--- src/rtl/e1_rx_bd_mgr.sv ---
// E1 receive buffer-descriptor manager.
// Software submits empty multiframe buffer indices into an "empty" FIFO. The
// E1 receiver consumes the head index; each completed multiframe moves that
// index, tagged with its two sub-multiframe CRC flags, into a "done" FIFO for
// software to collect. Also keeps a saturating miss counter and a sticky
// done-FIFO overflow flag.
module e1_rx_bd_mgr #(
  parameter int MFW   = 7,
  parameter int DEPTH = 4
) (
  input  logic                   clk,
  input  logic                   rst_n,
  input  logic [MFW-1:0]         sub_mf,
  input  logic                   sub_valid,
  output logic                   sub_ready,
  output logic [MFW-1:0]         done_mf,
  output logic [1:0]             done_crc_e,
  output logic                   done_valid,
  input  logic                   done_ready,
  output logic [MFW-1:0]         bd_mf,
  output logic                   bd_valid,
  input  logic [1:0]             bd_crc_e,
  input  logic                   bd_done,
  input  logic                   bd_miss,
  input  logic                   rx_enable,
  input  logic                   flush,
  input  logic                   clr_stat,
  output logic [$clog2(DEPTH):0] free_cnt,
  output logic [$clog2(DEPTH):0] done_cnt,
  output logic [15:0]            miss_cnt,
  output logic                   ovf
);

  localparam int AW = $clog2(DEPTH);
  localparam int CW = AW + 1;
  localparam int DW = MFW + 2;
  localparam logic [CW-1:0] FULL_CNT = CW'(DEPTH);

  // Storage (no reset) and state registers
  logic [MFW-1:0] r_free_mem [DEPTH];
  logic [DW-1:0]  r_done_mem [DEPTH];
  logic [AW-1:0]  r_free_wr, r_free_rd;
  logic [AW-1:0]  r_done_wr, r_done_rd;
  logic [CW-1:0]  r_free_cnt, r_done_cnt;
  logic [15:0]    r_miss_cnt;
  logic           r_ovf;

  logic w_free_full, w_free_empty, w_done_full, w_done_empty;
  logic w_sub_push, w_free_pop, w_done_pop, w_done_push, w_ovf_evt;

  assign w_free_full  = (r_free_cnt == FULL_CNT);
  assign w_free_empty = (r_free_cnt == '0);
  assign w_done_full  = (r_done_cnt == FULL_CNT);
  assign w_done_empty = (r_done_cnt == '0);

  // Flush suppresses every FIFO operation in its cycle.
  assign w_sub_push  = sub_valid & ~w_free_full & ~flush;
  assign w_free_pop  = bd_done & ~w_free_empty & ~flush;
  assign w_done_pop  = done_ready & ~w_done_empty & ~flush;
  // A full done FIFO still takes the entry when its head leaves this cycle.
  assign w_done_push = w_free_pop & (~w_done_full | w_done_pop);
  assign w_ovf_evt   = w_free_pop & w_done_full & ~w_done_pop;

  assign sub_ready  = ~w_free_full;
  assign bd_mf      = r_free_mem[r_free_rd];
  assign bd_valid   = ~w_free_empty & rx_enable;
  assign {done_mf, done_crc_e} = r_done_mem[r_done_rd];
  assign done_valid = ~w_done_empty;
  assign free_cnt   = r_free_cnt;
  assign done_cnt   = r_done_cnt;
  assign miss_cnt   = r_miss_cnt;
  assign ovf        = r_ovf;

  // Write FIFO payloads.
  // NOTE: payload arrays carry no reset; only pointers and counts define validity, which lets them map to RAM.
  always_ff @(posedge clk) begin
    if (w_sub_push)  r_free_mem[r_free_wr] <= sub_mf;
    if (w_done_push) r_done_mem[r_done_wr] <= {bd_mf, bd_crc_e};
  end

  // Empty FIFO pointers and occupancy.
  // NOTE: all clocked state uses non-blocking assignments so every register samples pre-edge values.
  always_ff @(posedge clk or negedge rst_n) begin
    if (!rst_n) begin
      r_free_wr  <= '0;
      r_free_rd  <= '0;
      r_free_cnt <= '0;
    end else if (flush) begin
      r_free_wr  <= '0;
      r_free_rd  <= '0;
      r_free_cnt <= '0;
    end else begin
      if (w_sub_push) r_free_wr <= r_free_wr + AW'(1);
      if (w_free_pop) r_free_rd <= r_free_rd + AW'(1);
      if (w_sub_push && !w_free_pop)      r_free_cnt <= r_free_cnt + CW'(1);
      else if (!w_sub_push && w_free_pop) r_free_cnt <= r_free_cnt - CW'(1);
    end
  end

  // Done FIFO pointers and occupancy.
  always_ff @(posedge clk or negedge rst_n) begin
    if (!rst_n) begin
      r_done_wr  <= '0;
      r_done_rd  <= '0;
      r_done_cnt <= '0;
    end else if (flush) begin
      r_done_wr  <= '0;
      r_done_rd  <= '0;
      r_done_cnt <= '0;
    end else begin
      if (w_done_push) r_done_wr <= r_done_wr + AW'(1);
      if (w_done_pop)  r_done_rd <= r_done_rd + AW'(1);
      if (w_done_push && !w_done_pop)      r_done_cnt <= r_done_cnt + CW'(1);
      else if (!w_done_push && w_done_pop) r_done_cnt <= r_done_cnt - CW'(1);
    end
  end

  // Statistics: saturating miss counter and sticky overflow; same-cycle events survive a clear.
  always_ff @(posedge clk or negedge rst_n) begin
    if (!rst_n) begin
      r_miss_cnt <= '0;
      r_ovf      <= 1'b0;
    end else begin
      if (clr_stat)                              r_miss_cnt <= bd_miss ? 16'd1 : 16'd0;
      else if (bd_miss && r_miss_cnt != 16'hFFFF) r_miss_cnt <= r_miss_cnt + 16'd1;

      if (clr_stat)       r_ovf <= w_ovf_evt;
      else if (w_ovf_evt) r_ovf <= 1'b1;
    end
  end

endmodule

--- config.mk ---
export PLATFORM = sky130hd
export DESIGN_NAME = e1_rx_bd_mgr
export DESIGN_NICKNAME = d
export VERILOG_FILES = /design/src/rtl/e1_rx_bd_mgr.sv
export SDC_FILE = /design/constraint.sdc
export NUM_CORES = 1
export LEC_CHECK = 0
export BUFFER_PORTS_ARGS = -buffer_cell sky130_fd_sc_hd__clkbuf_2
export CAP_MARGIN = 20
export CORE_ASPECT_RATIO = 1.1
export CORE_MARGIN = 1.5
export CORE_UTILIZATION = 50
export DETAILED_ROUTE_END_ITERATION = 12
export GPL_TIMING_DRIVEN = 1
export PLACE_DENSITY_LB_ADDON = 0.25
export SETUP_SLACK_MARGIN = 0.15
export SLEW_MARGIN = 20
export SYNTH_ARGS = -nofsm -noshare
export SYNTH_HDL_FRONTEND = slang
export SYNTH_SLANG_ARGS = --single-unit
--- constraint.sdc ---
create_clock -name clk -period 2.6 [get_ports clk]
set_input_delay 0.52 -clock clk [delete_from_list [all_inputs] [get_ports clk]]
set_output_delay 0.52 -clock clk [all_outputs]
set_load 0.05 [all_outputs]
# ---- Yosys cells after proc, flatten, opt, wreduce, memory -nomap -nowiden
# Memory sizes are Yosys's and may differ from the RTL's.
# Cells that the tools add are included.
dict set report classes {
  n_addsub 9
  eq_ne 3
  mux 23
  bitwise 17
  n_reduce_logical 19
}
# operator n
set op_table {}
lappend op_table {{16-bit two-way mux} 2}
lappend op_table {{3-bit two-way mux} 6}
lappend op_table {{16-bit by 1-bit adder with 16-bit output, second input constant} 1}
lappend op_table {{2-bit two-way mux} 8}
lappend op_table {{16-bit != test, second input constant} 1}
lappend op_table {{2-bit nonzero test} 6}
lappend op_table {{1-bit bitwise AND} 10}
lappend op_table {{2-bit by 1-bit adder with 2-bit output, second input constant} 4}
lappend op_table {{1-bit two-way mux} 7}
lappend op_table {{3-bit by 1-bit adder with 3-bit output, second input constant} 2}
lappend op_table {{3-bit == test, second input constant} 2}
lappend op_table {{3-bit logical NOT} 2}
lappend op_table {{1-bit inverter} 6}
lappend op_table {{3-bit nonzero test} 2}
lappend op_table {{3-bit by 1-bit subtractor with 3-bit output, second input constant} 2}
lappend op_table {{1-bit logical AND} 5}
lappend op_table {{1-bit logical NOT} 4}
lappend op_table {{1-bit OR} 1}
dict set report word_totals {
  register_bits 31
  mem_bits_rw 64
  input_bits 18
  out_inout_bits 42
  elab_cells 81
  memories 2
}
# name words width rd rd_clocked_by_memory_dff write_ports line
set mem_list {}
lappend mem_list {r_done_mem 4 9 1 0 1 41} ;# logic [DW-1:0] r_done_mem [DEPTH];
lappend mem_list {r_free_mem 4 7 1 0 1 40} ;# logic [MFW-1:0] r_free_mem [DEPTH];

# ---- Longest topological paths before layout
dict set report depth {
  depth_word 11
  ltp_mapped 9
  mapped_depth_nobuf 8
}

# ---- Worst setup path after synthesis
# OpenSTA, ideal clock, no wires.
dict set report synth_path {
  kind {reg-to-reg}
  from {register r_done_cnt[1] (netlist: done_cnt[1])}
  to {register r_done_cnt[1] (netlist: done_cnt[1])}
  setup_ps 104
  arrival_time_ps 2647
  t_required_ps 2496
  setup_slack_ps -151
  stages_incl_launch_ff 8
  path_buffers 0
  period_less_slack_ps 2751
  path_cell_list {dfrtp_1 > or3_1 > and2_1 > nor2b_1 > fa_1 > a31oi_1 > o221ai_1 > a221oi_1}
}
dict set report synth_via {
  elab_chain_cells 9
  word_cells_on_any_way 18
  classes_between {2 x add/sub; 1 x eq/ne; 3 x mux; 6 x bitwise; 6 x reduce/logical}
}
# item line
set synth_lines {}
lappend synth_lines {{start, declared} 44} ;# logic [CW-1:0] r_free_cnt, r_done_cnt;
lappend synth_lines {{start signal, assigned} 113} ;# if (w_done_push && !w_done_pop) r_done_cnt <= r_done_cnt + CW'(1);
lappend synth_lines {{start signal, assigned} 114} ;# else if (!w_done_push && w_done_pop) r_done_cnt <= r_done_cnt - CW'(1);
lappend synth_lines {{3-bit logical NOT (*)} 54} ;# assign w_done_empty = (r_done_cnt == '0);
lappend synth_lines {{1-bit inverter (*)} n/a}
lappend synth_lines {{named net done_valid} 18} ;# output logic done_valid,
lappend synth_lines {{1-bit bitwise AND (*) (2 in a row)} 59} ;# assign w_done_pop = done_ready & ~w_done_empty & ~flush;
lappend synth_lines {{1-bit OR} 61} ;# assign w_done_push = w_free_pop & (~w_done_full | w_done_pop);
lappend synth_lines {{1-bit bitwise AND} 61}
lappend synth_lines {{1-bit logical AND / 1-bit logical NOT (equally long branches)} {113, 114}}
lappend synth_lines {{3-bit two-way mux / 1-bit logical AND (equally long branches)} {113, 114}}
lappend synth_lines {{3-bit two-way mux / 3-bit nonzero test (equally long branches)} n/a}
# Mark *: on every way through the listed nets, which the timed path passes. The rest lies on a longest branch. The select of a mux whose other input is x is not followed.
# A chain may end at the register's enable or synchronous reset.

# ---- Final worst setup path
dict set report layout_path {
  from {register r_done_rd[0]}
  to {output port done_mf[3]}
}
dict set report layout_via {
  elab_chain_cells 1
}
# item line
set layout_lines {}
lappend layout_lines {{start, declared} 43} ;# logic [AW-1:0] r_done_wr, r_done_rd;
lappend layout_lines {{start signal, assigned} 112} ;# if (w_done_pop) r_done_rd <= r_done_rd + AW'(1);
lappend layout_lines {{memory read 4 x 9 bit} n/a}
lappend layout_lines {{end, declared} 16} ;# output logic [MFW-1:0] done_mf,
# Every way passes these cells.

==> Flow_metrics.wiki <==
{| class="wikitable"
! Metric !! Value
|-
| Placeable Area || 8320 um^2
|-
| Worst-path fanout max || 9
|-
| Final wirelength || 7480 um
|-
| Xor and xnor fraction of the mapped netlist area || 0.0346
|-
| Max-Cap Viols || 0
|-
| DRC marker count from the first detailed-route iteration || 159
|-
| Average cell area after synthesis || 14.4 um^2
|-
| Final #Nets || 388
|-
| Total via count after detailed routing || 2518
|-
| Total design power || 4.64 mW
|-
| Global-route wire length before repair || 12400 um
|-
| Area growth from synthesis to layout || 14.5%
|-
| Ys async rst share || 0.326
|-
| Worst skew pair latency || 0.37 ns
|-
| Post-CTS Hold Buffers || 0
|-
| Required time of the critical path || 2.08 ns
|-
| Result of the run || finished, final reports clean
|-
| Via-per-instance ratio || 5.30
|-
| Simple-gate portion of the synthesized area || 0.119
|-
| Global routing usage summed across all routing layers || 0.177
|-
| Number of sinks on the clock net || 95
|-
| Std-Cell Rows || 35
|-
| Most frequent cells in the layout || edfxtp_1 (64), clkbuf_2 (59), nor2_1 (29), dfrtp_1 (26), nand2_1 (17)
|-
| Root Driver || clkbuf_8
|-
| TNS Setup || 0 ns
|-
| Post-synthesis mux area share || 0.0964
|-
| Final setup skew || 0.00655 ns
|-
| Slew headroom || 0.459
|-
| Count of buffers from port buffering || 59
|-
| Maximum buffer depth of the clock tree || 2
|-
| Die Area || 9110 um^2
|-
| TritonRoute pass-1 iters || 4
|-
| Ratio of cells with drive above 1 in the final layout || 0.316
|-
| Number of nets still failing antenna checks after routing || 0
|-
| Complex-gate fraction of the synthesized area || 0.0548
|-
| Largest vdd supply drop || 0.776 mV
|-
| Final setup margin || 0.277 ns
|-
| Post-CTS Resized || 0
|-
| Pin slew with the least headroom to its limit || 0.812 ns
|-
| Endpoint kind of the worst setup timing path || output port
|-
| RSZ-0062 raised after global routing || no
|-
| Crit path largest cell delay || 0.54 ns
|-
| Number of warnings issued by yosys || 0
|-
| TritonCTS clock tree || built
|-
| Dominant register cell in the synthesized netlist || edfxtp_1
|-
| Reg clk slew, reported paths || 0.09 ns
|-
| Dominant combinational cell family by area after synthesis || simple AND/OR/NAND/NOR gates
|-
| Num CTS Buffers || 9
|-
| LEAKAGE || 1.84 nW
|-
| Dominant cells by area after synthesis || edfxtp_1 (45%), dfrtp_1 (18%), mux4_2 (8.4%), ha_1 (2.6%), nor2_1 (2.5%)
|-
| Final count of pins violating max slew || 0
|-
| Most frequent standard cell in the layout excluding fill and tap cells || edfxtp_1
|-
| Count of final setup violators || 0
|-
| Crit path time final || 2.32 ns
|-
| Post-Synth Adder-Cell Area || 0.0357
|-
| Estimated wirelength of the detail-placed design || 5210 um
|-
| Antenna violations before repair || 0
|-
| Post-place setup slack || 0.196 ns
|-
| CTS HTree Levels || 3
|-
| Die height || 99.9 um
|-
| DR WL/cell || 15.7 um
|-
| Library cell with the largest summed area after synthesis || edfxtp_1
|-
| Setup CP Type || flip-flop to output port
|-
| Hold violation total from the final report || 0
|-
| Number of enable-type register cells in the synthesized netlist || 64
|-
| Areal power density over the cells || 950 nW/um^2
|-
| Post-synth net total || 326
|-
| Via count of the first global-routing pass || 2491
|-
| Initial Util || 0.513
|-
| Worst hold path class || input pin to async pin
|-
| Number of library cell types mapped by synthesis || 50
|-
| Startpoint type of the worst setup path || flip-flop
|-
| Standard cell with the maximum stage delay on the critical path || mux4_2
|-
| Count of buffers added by post-CTS timing repair for setup || 0
|-
| Maximum operating frequency || 431 MHz
|-
| Worst Hold Slack || 0.223 ns
|-
| Share of the clock period used by the worst path after layout || 0.893
|-
| Gpl congestion || 0.855
|-
| Number of synthesized register bits || 95
|-
| Cell area after synthesis || 4270 um^2
|-
| Diodes inserted || 0
|-
| Fraction of post-synthesis cell area in the top cell type by area || 0.450
|-
| Series of cell instances along the critical path || buf_4, mux4_2, clkbuf_2
|-
| Die Width || 91.1 um
|-
| Worst path arrival time || 1.80 ns
|-
| Remaining DRCs || 0
|-
| Sequential-to-total area share from yosys stat || 0.632
|-
| Final global-route overflow total || 0
|-
| Synthesized netlist cell count || 297
|-
| Largest net degree at the start of global routing || 32
|-
| Number of I/O pins || 60
|}
[metrics by stage]
stage	cells	util	area [um^2]
after global routing	475	0.588	4890
after CTS	475	0.588	4890
final	475	0.588	4890
after detailed placement	459	0.566	4710
after floorplan	297	-	4300
after global placement	459	0.566	4710
[path summary, 6_finish.rpt]
check	end	depth (start not counted)	slack, ns	from
worst max-delay path	done_mf[3]	3	0.28	r_done_rd[0]
worst min-delay path	miss_cnt[3]	1	0.22	rst_n
worst max register to register	done_cnt[1]	7	0.31	done_cnt[2]
worst min register to register	ovf	2	0.57	ovf
max in group asynchronous	free_cnt[1]	1	1.81	rst_n
min in group clk	r_free_mem[2][1]	1	0.37	sub_mf[1]
[worst max-delay path, delay by kind of cell (launching register included)]
kind,cells,cell delay (ns)
buf+inv,2,0.50
mux,1,0.54
flops,1,0.40
[cells by family after synthesis]
family	Yosys count
AND/OR/NAND/NOR	95
flip-flops	95
AO/OA/AOI/OAI	32
buffers and inverters	27
multiplexers	21
XOR/XNOR	16
adder cells (fa/ha/maj)	11
[flip-flops by register name, summed over array words and instances (netlist names)]
signal      flops
r_done_wr       2
miss_cnt       16
free_cnt        3
r_free_wr       2
done_cnt        3
ovf             1
r_done_rd       2
r_done_mem     36
r_free_mem     28
r_free_rd       2
[synthesized netlist by cell type, drive strengths merged (2+ instances only)]
cell,instances
a211oi,2
a21oi,10
a31oi,2
and2,9
and4,2
buf,7
clkbuf,8
dfrtp,31
edfxtp,64
fa,2
ha,9
inv,12
mux2i,4
mux4,16
nand2,18
nand3,12
nand4,4
nor2,29
nor2b,2
nor3,5
nor4,3
o211ai,2
o21ai,4
o221ai,2
o31a,2
o31ai,2
or2,2
or3,4
xnor2,9
xor2,7
[power by group]
group	total [mW]	internal, mW	leakage (nW)	switching [mW]
Combinational	1.78	0.592	0.766	1.19
Clock	0.889	0.358	0.0829	0.531
Sequential	1.97	1.82	0.994	0.151
Total	4.64	2.77	1.84	1.87
[metal layers]
metal,routed length (um),GRT usage,vias to the layer above
met5,0,0,-
met4,123,0.0709,0
met3,253,0.0447,10
met2,3740,0.283,45
met1,3360,0.235,1237
li1,-,-,1226
[layout make-up]
| class | instances | area [um^2] |
|---|---|---|
| Clock buffer | 9 | 124 |
| Clock inverter | 7 | 57.6 |
| Fill cell | 695 | 3430 |
| Inverter | 12 | 45.0 |
| Multi-Input combinational cell | 175 | 1470 |
| Sequential cell | 95 | 2700 |
| Tap cell | 111 | 139 |
| Timing Repair Buffer | 66 | 348 |
Note: power is estimated with default switching activity, not from simulation.
